==> config.mk <==
export PLATFORM = sky130hd
export DESIGN_NAME = regfile_wb_arbiter_flat
export DESIGN_NICKNAME = d
export VERILOG_FILES = /design/src/rtl/regfile_ctrl_pkg.sv /design/src/rtl/regfile_wb_arbiter_if.sv /design/src/rtl/wb_fifo.sv /design/src/rtl/regfile_wb_arbiter.sv /design/src/flat_wrapper.sv
export SDC_FILE = /design/constraint.sdc
export NUM_CORES = 1
export LEC_CHECK = 0
export CORE_ASPECT_RATIO = 1.4
export CORE_UTILIZATION = 46
export DETAILED_ROUTE_END_ITERATION = 7
export PLACE_DENSITY = 0.77
export SLEW_MARGIN = 20
export SYNTH_ARGS = -nofsm -noshare
export SYNTH_HDL_FRONTEND = slang
export SYNTH_HIERARCHICAL = 1
export SYNTH_SLANG_ARGS = --single-unit
==> constraint.sdc <==
create_clock -name clk -period 3.4 [get_ports clk]
set_input_delay 0.85 -clock clk [delete_from_list [all_inputs] [get_ports clk]]
set_output_delay 0.85 -clock clk [all_outputs]
set_load 0.03 [all_outputs]
==> src/rtl/regfile_ctrl_pkg.sv <==
// Shared types and constants for the register-file writeback arbiter.
// Optional feature macro: REGFILE_WB_BYPASS_EN (commit-to-stall bypass).
package regfile_ctrl_pkg;

    localparam int XLEN          = 32;
    localparam int REG_AW        = 5;
    localparam int NUM_REGS      = 32;
    localparam int WB_FIFO_DEPTH = 2;

    // Which writeback source owns the register-file write port this cycle.
    typedef enum logic [1:0] {
        NONE = 2'd0,
        ALU  = 2'd1,
        MEM  = 2'd2
    } commit_src_e;

    // One queued load writeback.
    typedef struct packed {
        logic [REG_AW-1:0] rd;
        logic [XLEN-1:0]   data;
    } wb_entry_t;

    // One-hot mask for a register index; x0 never maps to a bit.
    function automatic logic [NUM_REGS-1:0] reg_mask(input logic [REG_AW-1:0] idx);
        logic [NUM_REGS-1:0] m;
        m = '0;
        if (idx != '0) begin
            m[idx] = 1'b1;
        end else begin
            m = '0;
        end
        return m;
    endfunction

endpackage

==> src/rtl/regfile_wb_arbiter_if.sv <==
// Issue, writeback, register-file write and status signals of the arbiter.
interface regfile_wb_arbiter_if;
    import regfile_ctrl_pkg::*;

    logic                issue_valid;
    logic [REG_AW-1:0]   issue_rd;
    logic [REG_AW-1:0]   issue_rs1;
    logic [REG_AW-1:0]   issue_rs2;
    logic                stall;

    logic                alu_wb_valid;
    logic [REG_AW-1:0]   alu_wb_rd;
    logic [XLEN-1:0]     alu_wb_data;

    logic                mem_wb_valid;
    logic [REG_AW-1:0]   mem_wb_rd;
    logic [XLEN-1:0]     mem_wb_data;
    logic                mem_wb_ready;

    logic                WriteEnable;
    logic [REG_AW-1:0]   rd;
    logic [XLEN-1:0]     data;

    logic [NUM_REGS-1:0] busy;
    logic                sb_err;

    // Pipeline / environment side.
    modport master (
        output issue_valid, issue_rd, issue_rs1, issue_rs2,
        output alu_wb_valid, alu_wb_rd, alu_wb_data,
        output mem_wb_valid, mem_wb_rd, mem_wb_data,
        input  stall, mem_wb_ready, WriteEnable, rd, data, busy, sb_err
    );

    // Arbiter side.
    modport slave (
        input  issue_valid, issue_rd, issue_rs1, issue_rs2,
        input  alu_wb_valid, alu_wb_rd, alu_wb_data,
        input  mem_wb_valid, mem_wb_rd, mem_wb_data,
        output stall, mem_wb_ready, WriteEnable, rd, data, busy, sb_err
    );

endinterface

==> src/rtl/wb_fifo.sv <==
// Small synchronous FIFO for queued load writebacks; full/empty come
// straight from the registered occupancy count.
module wb_fifo #(
    parameter int DEPTH = 2,
    parameter int WIDTH = 37
) (
    input  logic             clk,
    input  logic             rst,
    input  logic             push,
    input  logic [WIDTH-1:0] wdata,
    input  logic             pop,
    output logic [WIDTH-1:0] rdata,
    output logic             full,
    output logic             empty
);

    localparam int AW = (DEPTH > 1) ? $clog2(DEPTH) : 1;
    localparam int CW = $clog2(DEPTH + 1);
    localparam logic [AW-1:0] PTR_LAST = AW'(DEPTH - 1);
    localparam logic [CW-1:0] CNT_FULL = CW'(DEPTH);

    logic [WIDTH-1:0] mem_r [DEPTH];
    logic [AW-1:0]    wr_ptr_r;
    logic [AW-1:0]    rd_ptr_r;
    logic [CW-1:0]    count_r;
    logic             push_ok_s;
    logic             pop_ok_s;

    // Pointer advance with wrap for non-power-of-two depths.
    function automatic logic [AW-1:0] ptr_inc(input logic [AW-1:0] p);
        if (p == PTR_LAST) begin
            return '0;
        end else begin
            return p + AW'(1);
        end
    endfunction

    assign full      = (count_r == CNT_FULL);
    assign empty     = (count_r == '0);
    assign push_ok_s = push & ~full;
    assign pop_ok_s  = pop & ~empty;
    assign rdata     = mem_r[rd_ptr_r];

    // Pointers and occupancy; a pop never frees room for a same-cycle push.
    always_ff @(posedge clk or negedge rst) begin
        if (!rst) begin
            wr_ptr_r <= '0;
            rd_ptr_r <= '0;
            count_r  <= '0;
        end else begin
            if (push_ok_s) begin
                wr_ptr_r <= ptr_inc(wr_ptr_r);
            end
            if (pop_ok_s) begin
                rd_ptr_r <= ptr_inc(rd_ptr_r);
            end
            case ({push_ok_s, pop_ok_s})
                2'b10:   count_r <= count_r + CW'(1);
                2'b01:   count_r <= count_r - CW'(1);
                default: count_r <= count_r;
            endcase
        end
    end

    // Entry storage; contents are don't-care while the count says empty.
    always_ff @(posedge clk) begin
        if (push_ok_s) begin
            mem_r[wr_ptr_r] <= wdata;
        end
    end

endmodule

==> src/rtl/regfile_wb_arbiter.sv <==
// Register-file writeback arbiter with busy-bit scoreboard.
// ALU writebacks have fixed priority over queued load writebacks.
// Optional macro REGFILE_WB_BYPASS_EN lets this cycle's commit clear a
// busy bit early for the stall check.
module regfile_wb_arbiter
    import regfile_ctrl_pkg::*;
(
    input  logic                clk,
    input  logic                rst,
    regfile_wb_arbiter_if.slave bus
);

    localparam int EW = REG_AW + XLEN;

    logic                fifo_full_s;
    logic                fifo_empty_s;
    logic                fifo_push_s;
    logic                fifo_pop_s;
    logic [EW-1:0]       fifo_wdata_s;
    logic [EW-1:0]       fifo_rdata_s;
    wb_entry_t           head_s;

    commit_src_e         src_s;
    logic                commit_v_s;
    logic [REG_AW-1:0]   commit_rd_s;
    logic [XLEN-1:0]     commit_data_s;

    logic [NUM_REGS-1:0] busy_r;
    logic [NUM_REGS-1:0] busy_eff_s;
    logic [NUM_REGS-1:0] set_mask_s;
    logic [NUM_REGS-1:0] clr_mask_s;
    logic                stall_s;
    logic                accept_s;

    logic                we_r;
    logic [REG_AW-1:0]   rd_r;
    logic [XLEN-1:0]     data_r;
    logic                sb_err_r;

    assign fifo_wdata_s = {bus.mem_wb_rd, bus.mem_wb_data};
    assign fifo_push_s  = bus.mem_wb_valid & ~fifo_full_s;
    assign head_s       = fifo_rdata_s;

    wb_fifo #(
        .DEPTH (WB_FIFO_DEPTH),
        .WIDTH (EW)
    ) u_wb_fifo (
        .clk   (clk),
        .rst   (rst),
        .push  (fifo_push_s),
        .wdata (fifo_wdata_s),
        .pop   (fifo_pop_s),
        .rdata (fifo_rdata_s),
        .full  (fifo_full_s),
        .empty (fifo_empty_s)
    );

    // Pick this cycle's commit source: ALU first, then the load queue head.
    always_comb begin
        src_s         = NONE;
        commit_v_s    = 1'b0;
        commit_rd_s   = '0;
        commit_data_s = '0;
        if (bus.alu_wb_valid) begin
            src_s = ALU;
        end else if (!fifo_empty_s) begin
            src_s = MEM;
        end else begin
            src_s = NONE;
        end
        case (src_s)
            ALU: begin
                commit_v_s    = 1'b1;
                commit_rd_s   = bus.alu_wb_rd;
                commit_data_s = bus.alu_wb_data;
            end
            MEM: begin
                commit_v_s    = 1'b1;
                commit_rd_s   = head_s.rd;
                commit_data_s = head_s.data;
            end
            default: begin
                commit_v_s    = 1'b0;
                commit_rd_s   = '0;
                commit_data_s = '0;
            end
        endcase
    end

    assign fifo_pop_s = (src_s == MEM);
    assign clr_mask_s = commit_v_s ? reg_mask(commit_rd_s) : '0;

    // Hazard check on operands and destination; x0 never stalls.
    always_comb begin
`ifdef REGFILE_WB_BYPASS_EN
        busy_eff_s = busy_r & ~clr_mask_s;
`else
        busy_eff_s = busy_r;
`endif
        stall_s = bus.issue_valid &
                  (((bus.issue_rs1 != '0) & busy_eff_s[bus.issue_rs1]) |
                   ((bus.issue_rs2 != '0) & busy_eff_s[bus.issue_rs2]) |
                   ((bus.issue_rd  != '0) & busy_eff_s[bus.issue_rd]));
        accept_s = bus.issue_valid & ~stall_s;
        if (accept_s) begin
            set_mask_s = reg_mask(bus.issue_rd);
        end else begin
            set_mask_s = '0;
        end
    end

    // Scoreboard: commit clears, accepted issue sets, set wins on overlap.
    always_ff @(posedge clk or negedge rst) begin
        if (!rst) begin
            busy_r <= '0;
        end else begin
            busy_r <= (busy_r & ~clr_mask_s) | set_mask_s;
        end
    end

    // Sticky flag for a write to a register nobody was waiting on.
    always_ff @(posedge clk or negedge rst) begin
        if (!rst) begin
            sb_err_r <= 1'b0;
        end else begin
            sb_err_r <= sb_err_r |
                        (commit_v_s & (commit_rd_s != '0) & ~busy_r[commit_rd_s]);
        end
    end

    // Register-file write port; rd/data hold when nothing is written.
    always_ff @(posedge clk or negedge rst) begin
        if (!rst) begin
            we_r   <= 1'b0;
            rd_r   <= '0;
            data_r <= '0;
        end else begin
            we_r <= commit_v_s & (commit_rd_s != '0);
            if (commit_v_s && (commit_rd_s != '0)) begin
                rd_r   <= commit_rd_s;
                data_r <= commit_data_s;
            end
        end
    end

    assign bus.stall        = stall_s;
    assign bus.mem_wb_ready = ~fifo_full_s;
    assign bus.WriteEnable  = we_r;
    assign bus.rd           = rd_r;
    assign bus.data         = data_r;
    assign bus.busy         = busy_r;
    assign bus.sb_err       = sb_err_r;

endmodule

==> src/flat_wrapper.sv <==
// flat-port wrapper written by rule: the top's interface ports become plain ports
module regfile_wb_arbiter_flat import regfile_ctrl_pkg::*;
  (clk, rst, bus_issue_valid, bus_issue_rd, bus_issue_rs1, bus_issue_rs2, bus_alu_wb_valid, bus_alu_wb_rd, bus_alu_wb_data, bus_mem_wb_valid, bus_mem_wb_rd, bus_mem_wb_data, bus_stall, bus_mem_wb_ready, bus_WriteEnable, bus_rd, bus_data, bus_busy, bus_sb_err);
  regfile_wb_arbiter_if bus_i ();
  input  logic clk;
  input  logic rst;
  input wire logic [$bits(bus_i.issue_valid)-1:0] bus_issue_valid;
  input wire logic [$bits(bus_i.issue_rd)-1:0] bus_issue_rd;
  input wire logic [$bits(bus_i.issue_rs1)-1:0] bus_issue_rs1;
  input wire logic [$bits(bus_i.issue_rs2)-1:0] bus_issue_rs2;
  input wire logic [$bits(bus_i.alu_wb_valid)-1:0] bus_alu_wb_valid;
  input wire logic [$bits(bus_i.alu_wb_rd)-1:0] bus_alu_wb_rd;
  input wire logic [$bits(bus_i.alu_wb_data)-1:0] bus_alu_wb_data;
  input wire logic [$bits(bus_i.mem_wb_valid)-1:0] bus_mem_wb_valid;
  input wire logic [$bits(bus_i.mem_wb_rd)-1:0] bus_mem_wb_rd;
  input wire logic [$bits(bus_i.mem_wb_data)-1:0] bus_mem_wb_data;
  output wire logic [$bits(bus_i.stall)-1:0] bus_stall;
  output wire logic [$bits(bus_i.mem_wb_ready)-1:0] bus_mem_wb_ready;
  output wire logic [$bits(bus_i.WriteEnable)-1:0] bus_WriteEnable;
  output wire logic [$bits(bus_i.rd)-1:0] bus_rd;
  output wire logic [$bits(bus_i.data)-1:0] bus_data;
  output wire logic [$bits(bus_i.busy)-1:0] bus_busy;
  output wire logic [$bits(bus_i.sb_err)-1:0] bus_sb_err;
  assign bus_i.issue_valid = bus_issue_valid;
  assign bus_i.issue_rd = bus_issue_rd;
  assign bus_i.issue_rs1 = bus_issue_rs1;
  assign bus_i.issue_rs2 = bus_issue_rs2;
  assign bus_i.alu_wb_valid = bus_alu_wb_valid;
  assign bus_i.alu_wb_rd = bus_alu_wb_rd;
  assign bus_i.alu_wb_data = bus_alu_wb_data;
  assign bus_i.mem_wb_valid = bus_mem_wb_valid;
  assign bus_i.mem_wb_rd = bus_mem_wb_rd;
  assign bus_i.mem_wb_data = bus_mem_wb_data;
  assign bus_stall = bus_i.stall;
  assign bus_mem_wb_ready = bus_i.mem_wb_ready;
  assign bus_WriteEnable = bus_i.WriteEnable;
  assign bus_rd = bus_i.rd;
  assign bus_data = bus_i.data;
  assign bus_busy = bus_i.busy;
  assign bus_sb_err = bus_i.sb_err;
  regfile_wb_arbiter u_core (.clk(clk), .rst(rst), .bus(bus_i));
endmodule
# Word-level counts from Yosys, hierarchy flattened
# Memory sizes are Yosys's and may differ from the RTL's.
# Index checks and enable logic that the tools add are counted.
# word_totals
mem_bits_rw	74
word_cells	80
n_memories	1
input_bits	94
output_inout_bits	73
regBits	75
# op_classes
n_lt_le_gt_ge	6
n_eq_ne	5
bitwise_logic	20
reduce_logical	10
mux	26
add_sub_neg	4
# mem_list
memory	words	word_bits	read_ports	rd_ports_with_merged_regs	write_ports	line_no	rtl
u_core.u_wb_fifo.mem_r	2	37	1	0	1	wb_fifo.sv:22	logic [WIDTH-1:0] mem_r [DEPTH];
# ops
operator	count
32-bit two-way mux	4
32-bit case mux with 2 select lines	1
32-bit bitwise AND	1
32-bit inverter	1
32-bit bitwise OR	1
5-bit by 6-bit < comparator with 1-bit output, second input constant	4
1-bit binary-select mux with 5-bit select	4
5-bit nonzero test	4
1-bit two-way mux	11
1-bit bitwise AND	10
1-bit demux with 5-bit select	2
5-bit by 1-bit >= comparator with 1-bit output, second input constant	2
5-bit case mux with 2 select lines	1
2-bit equality test, second input constant	3
2-bit by 1-bit equality test with 1-bit output, second input constant	2
2-bit two-way mux	2
1-bit inverter	4
2-bit case mux with 2 select lines	1
1-bit logical AND	3
1-bit bitwise OR	3
1-bit adder, second input constant	2
2-bit by 1-bit adder with 2-bit output, second input constant	1
2-bit zero test	1
2-bit nonzero test	1
other kinds (2)	2

# Logic depth before layout (Yosys ltp)
# depth
word_depth	14
ltp_mapped	11
mapped_depth_nobuf	8

# By module
# The synthesis kept the hierarchy.
# modules_own_cells
mod	seq_area_each_um2	n_inst	area_each_um2	cells_each
regfile_wb_arbiter	1776.7	1	4449.3	446
wb_fifo	2322.2	1	2949.1	133

# Worst setup path before layout
# Ideal clock, no wire load.
# synth_path
kind	input -> output
from	input port bus_issue_rs2[1]
to	output port bus_stall
cell_stages	8
path_slack_ps	-197
arrival_time_ps	2747
required_time_ps	2550
path_buffers	2
cell_sequence	clkbuf_1 > mux2_2 > nand2_1 > o21ai_0 > mux4_2 > mux2_4 > buf_6 > o21a_1
# synth_via
elab_chain_len	6
word_cells_on_any_way	7
classes_between	mux: 2; bitwise: 4; reduce/logical: 1
# synth_rtl
item	line_no	rtl
from (decl)	flat_wrapper.sv:10	input wire logic [$bits(bus_i.issue_rs2)-1:0] bus_issue_rs2;
1-bit binary-select mux with 5-bit select	regfile_wb_arbiter.sv:102	((bus.issue_rs2 != '0) & busy_eff_s[bus.issue_rs2]) |
1-bit two-way mux (implied by the code)	regfile_wb_arbiter.sv:102	
1-bit bitwise AND (*)	regfile_wb_arbiter.sv:102	
1-bit bitwise OR (*)	regfile_wb_arbiter.sv:101	(((bus.issue_rs1 != '0) & busy_eff_s[bus.issue_rs1]) |
1-bit bitwise OR (*)	regfile_wb_arbiter.sv:102	
1-bit bitwise AND (*)	regfile_wb_arbiter.sv:100	stall_s = bus.issue_valid &
to (decl)	flat_wrapper.sv:17	output wire logic [$bits(bus_i.stall)-1:0] bus_stall;
# Every way passes the cells marked *; elsewhere a longest branch is shown, timed or not. The select of a mux whose other input is x is not followed.

# Worst setup path in the final report
# layout_path
from	input port bus_issue_rs2[0]
to	output port bus_stall
# The elaborated chain is that of the path after synthesis.

==> results.cfg <==
[worst_setup_path]
arrival_ps = 2540
cp_max_fo = 4
critPathKind = in -> out
crit_top_cell = mux4_2
crit_path_max_incr_delay_ps = 490
crit_required_ps = 2550
reg2reg_depth = 7
cp_slowest_cell = mux4_2
worstSetupEndpointType = output pin
path_cells = buf_8 -> mux4_2 -> mux4_2 -> mux2_4 -> o21a_4 -> buf_6
startpoint_type = input port

[power]
peakVddDrop_mv = 0.538
power.leakage_nw = 3.92
pwr_density_cell_nw_per_um2 = 771
total_power_mw = 7.85
p_clk_share_pct = 23.0
p_int_mw = 4.83
switching_share_pct = 38.5
p_sw_mw = 3.02
combinationalPowerShare_pct = 40.4
power_frac_seq_pct = 36.5

[cts]
root_buffer = clkbuf_16
cts_max_level = 4
clkLatencyLatePin_ps = 420
cts_tree = built
cts_buffer_depth = 2
cts_hold_buf = 0
clk_pin_slew_ps = 70
numCtsBuffers = 17
cts_sinks = 149

[synth]
synth_edf_count = 74
synth_cell_types = 52
ys_ff_latch = 149
synth_common_cells = dfrtp_1, edfxtp_1, o21ai_0, nand2_1, a22oi_1
syn-num-nets = 674
synth_area_um2 = 7400
synth_cells = 579
yosysTopAreaCellShare_pct = 30.0
ys_seq_area_share_pct = 55.4
avgSynthCellArea_um2 = 12.8
yosysWarnings = 6
synthMostInstantiatedCell = dfrtp_1
ys.flop_type = dfrtp_1
synthTopCellsByArea = edfxtp_1, dfrtp_1, o21ai_0
yosysTopAreaCell = edfxtp_1
synthArstFlopShare_pct = 50.3

[global_route]
track_usage_pct = 27.5
grt_antenna_before_repair = 0
grt_overflow = 0
grt_start_max_net_pins = 76
grt_pass1_vias = 6246
grt_pass1_wl_um = 34000

[layout]
antennaDiodeCount = 0
final_layout_size_suffix_gt1_share_pct = 23.6
area_growth_syn_to_layout_pct = 37.6
nNetsFinal = 870
fin_util_pct = 65.0

[timing]
finClkSkew_ps = 13.4
hold_viol = 0
fmax_mhz = 295
finalCriticalPeriod_ps = 3390
rsz0062_at_grt = yes
slew_headroom_pct = 50.8
tightest_slew_ps = 738
holdWs_ps = 434
drv_slew = 0
setup_viol = 0
fin_crit_sh_pct = 99.8

[worst_hold_path]
hp-class = reg -> reg
hold_depth = 0

[drt]
drt_wl_total_um = 22300
dr_total_vias = 5999
final_antenna_net_count = 0
dr.pass1.iters = 6
wl_per_cell_um = 22.7
drc = 0
vias_per_cell = 6.10
drtIter0Drc = 439

[outcome]
status = finished, final reports clean

[floorplanning]
initial_utilization_pct = 47.2
die_h_um = 152
coreArea_um2 = 15700
ios = 167
rows = 54
dieArea_um2 = 16600
dieWidth_um = 109

[place]
place_congestion = 1.04
numPortBuffers = 166
detailedPlacementHpwl_um = 15400

[flow_run]
maxCapViolCount = 0
## power by group through the flow
stage	registers [mW]	clock network, mW	logic (mW)
6_report	2.87	1.81	3.17
5_1_grt	2.90	1.91	3.35
4_1_cts	2.86	1.84	3.15
3_5_place_dp	2.88	0	3.10
3_3_place_gp	2.85	0	3.04
2_1_floorplan	3.26	0	1.43
## routing by layer
| metal | part of all wire, % | up-vias | GRT usage, % |
|---|---|---|---|
| li1 | - | 2654 | - |
| met2 | 50 | 387 | 45.8 |
| met5 | 0 | - | 0 |
| met3 | 9.3 | 63 | 6.61 |
| met1 | 36 | 2895 | 32.3 |
| met4 | 4.2 | 0 | 14.7 |
## critical path: cells and delay by family
kind | cells | cell delay (ps)
muxes | 3 | 1250
AOI/OAI and AO/OA | 1 | 220
buffers and inverters | 2 | 220
## repair_timing
| action | 4_1_cts | 5_1_grt |
|---|---|---|
| resized for setup | 53 | 11 |
| gates cloned | 1 | 0 |
| buffers inserted | 4 | 3 |
| pin swaps | 7 | 7 |
| endpoints found under the setup margin | 1 | 1 |
## per-stage QoR
step           setup slack [ps]  setup TNS [ps]  instances  cell area, um^2
2_1_floorplan             -37.8           -37.8        579             7420
5_1_grt                   -13.8           -13.8        984            10200
3_5_place_dp               -636           -5650        945             9450
4_1_cts                   0.578               0        982            10200
3_3_place_gp               -567           -2680        945             9450
6_report                   5.24               0        984            10200
## cell usage in the layout (no fill, tap or decap), types with 18 or more instances in the layout
cell             instances
nand3_1                 19
a22oi_1                 33
mux2_2                  23
dfrtp_1                 74
o41ai_1                 31
clkdlybuf4s50_1        151
nand2_1                 56
edfxtp_1                74
mux2_4                  21
mux2i_1                 18
buf_4                   50
mux4_2                  18
o21ai_0                 70
## worst paths after layout
kind	to	startpoint	slack, ps
max in group asynchronous	u_core/u_wb_fifo/rd_ptr_r	rst	2390
max reg2reg	u_core/bus.busy[25]	u_core/bus.busy[31]	710
min	u_core/bus.busy[0]	u_core/bus.busy[0]	430
min reg2reg	u_core/bus.busy[0]	u_core/bus.busy[0]	430
max	bus_stall	bus_issue_rs2[0]	5
min in group asynchronous	u_core/bus.busy[0]	rst	460
## registers in the layout (all words and copies together) (netlist names)
register and cells:
u_core/bus.sb_err 1, u_core/u_wb_fifo/mem_r 74, u_core/u_wb_fifo/rd_ptr_r 1, u_core/bus.data 32, u_core/bus.busy 32, u_core/bus.rd 5
u_core/u_wb_fifo/count_r 2, u_core/u_wb_fifo/wr_ptr_r 1, u_core/bus.WriteEnable 1
## cell families after synthesis
| family | share of synthesized area [%] |
|---|---|
| flops | 55.4 |
| mux | 16.6 |
| xor+xnor | 0.592 |
| fa+ha+maj | 0.169 |
| simple gates | 8.00 |
| compound gates | 15.1 |
| buf+inv | 4.11 |
## final cells by class
type / instances / area (um^2)
Clock buffer: 17 / 425
Clock inverter: 15 / 165
Fill cell: 1184 / 5490
Inverter: 11 / 41.3
Multi-Input combinational cell: 374 / 3070
Sequential cell: 149 / 4100
Tap cell: 196 / 245
Timing Repair Buffer: 222 / 2140
No activity file was read; power rests on OpenSTA's default activity.
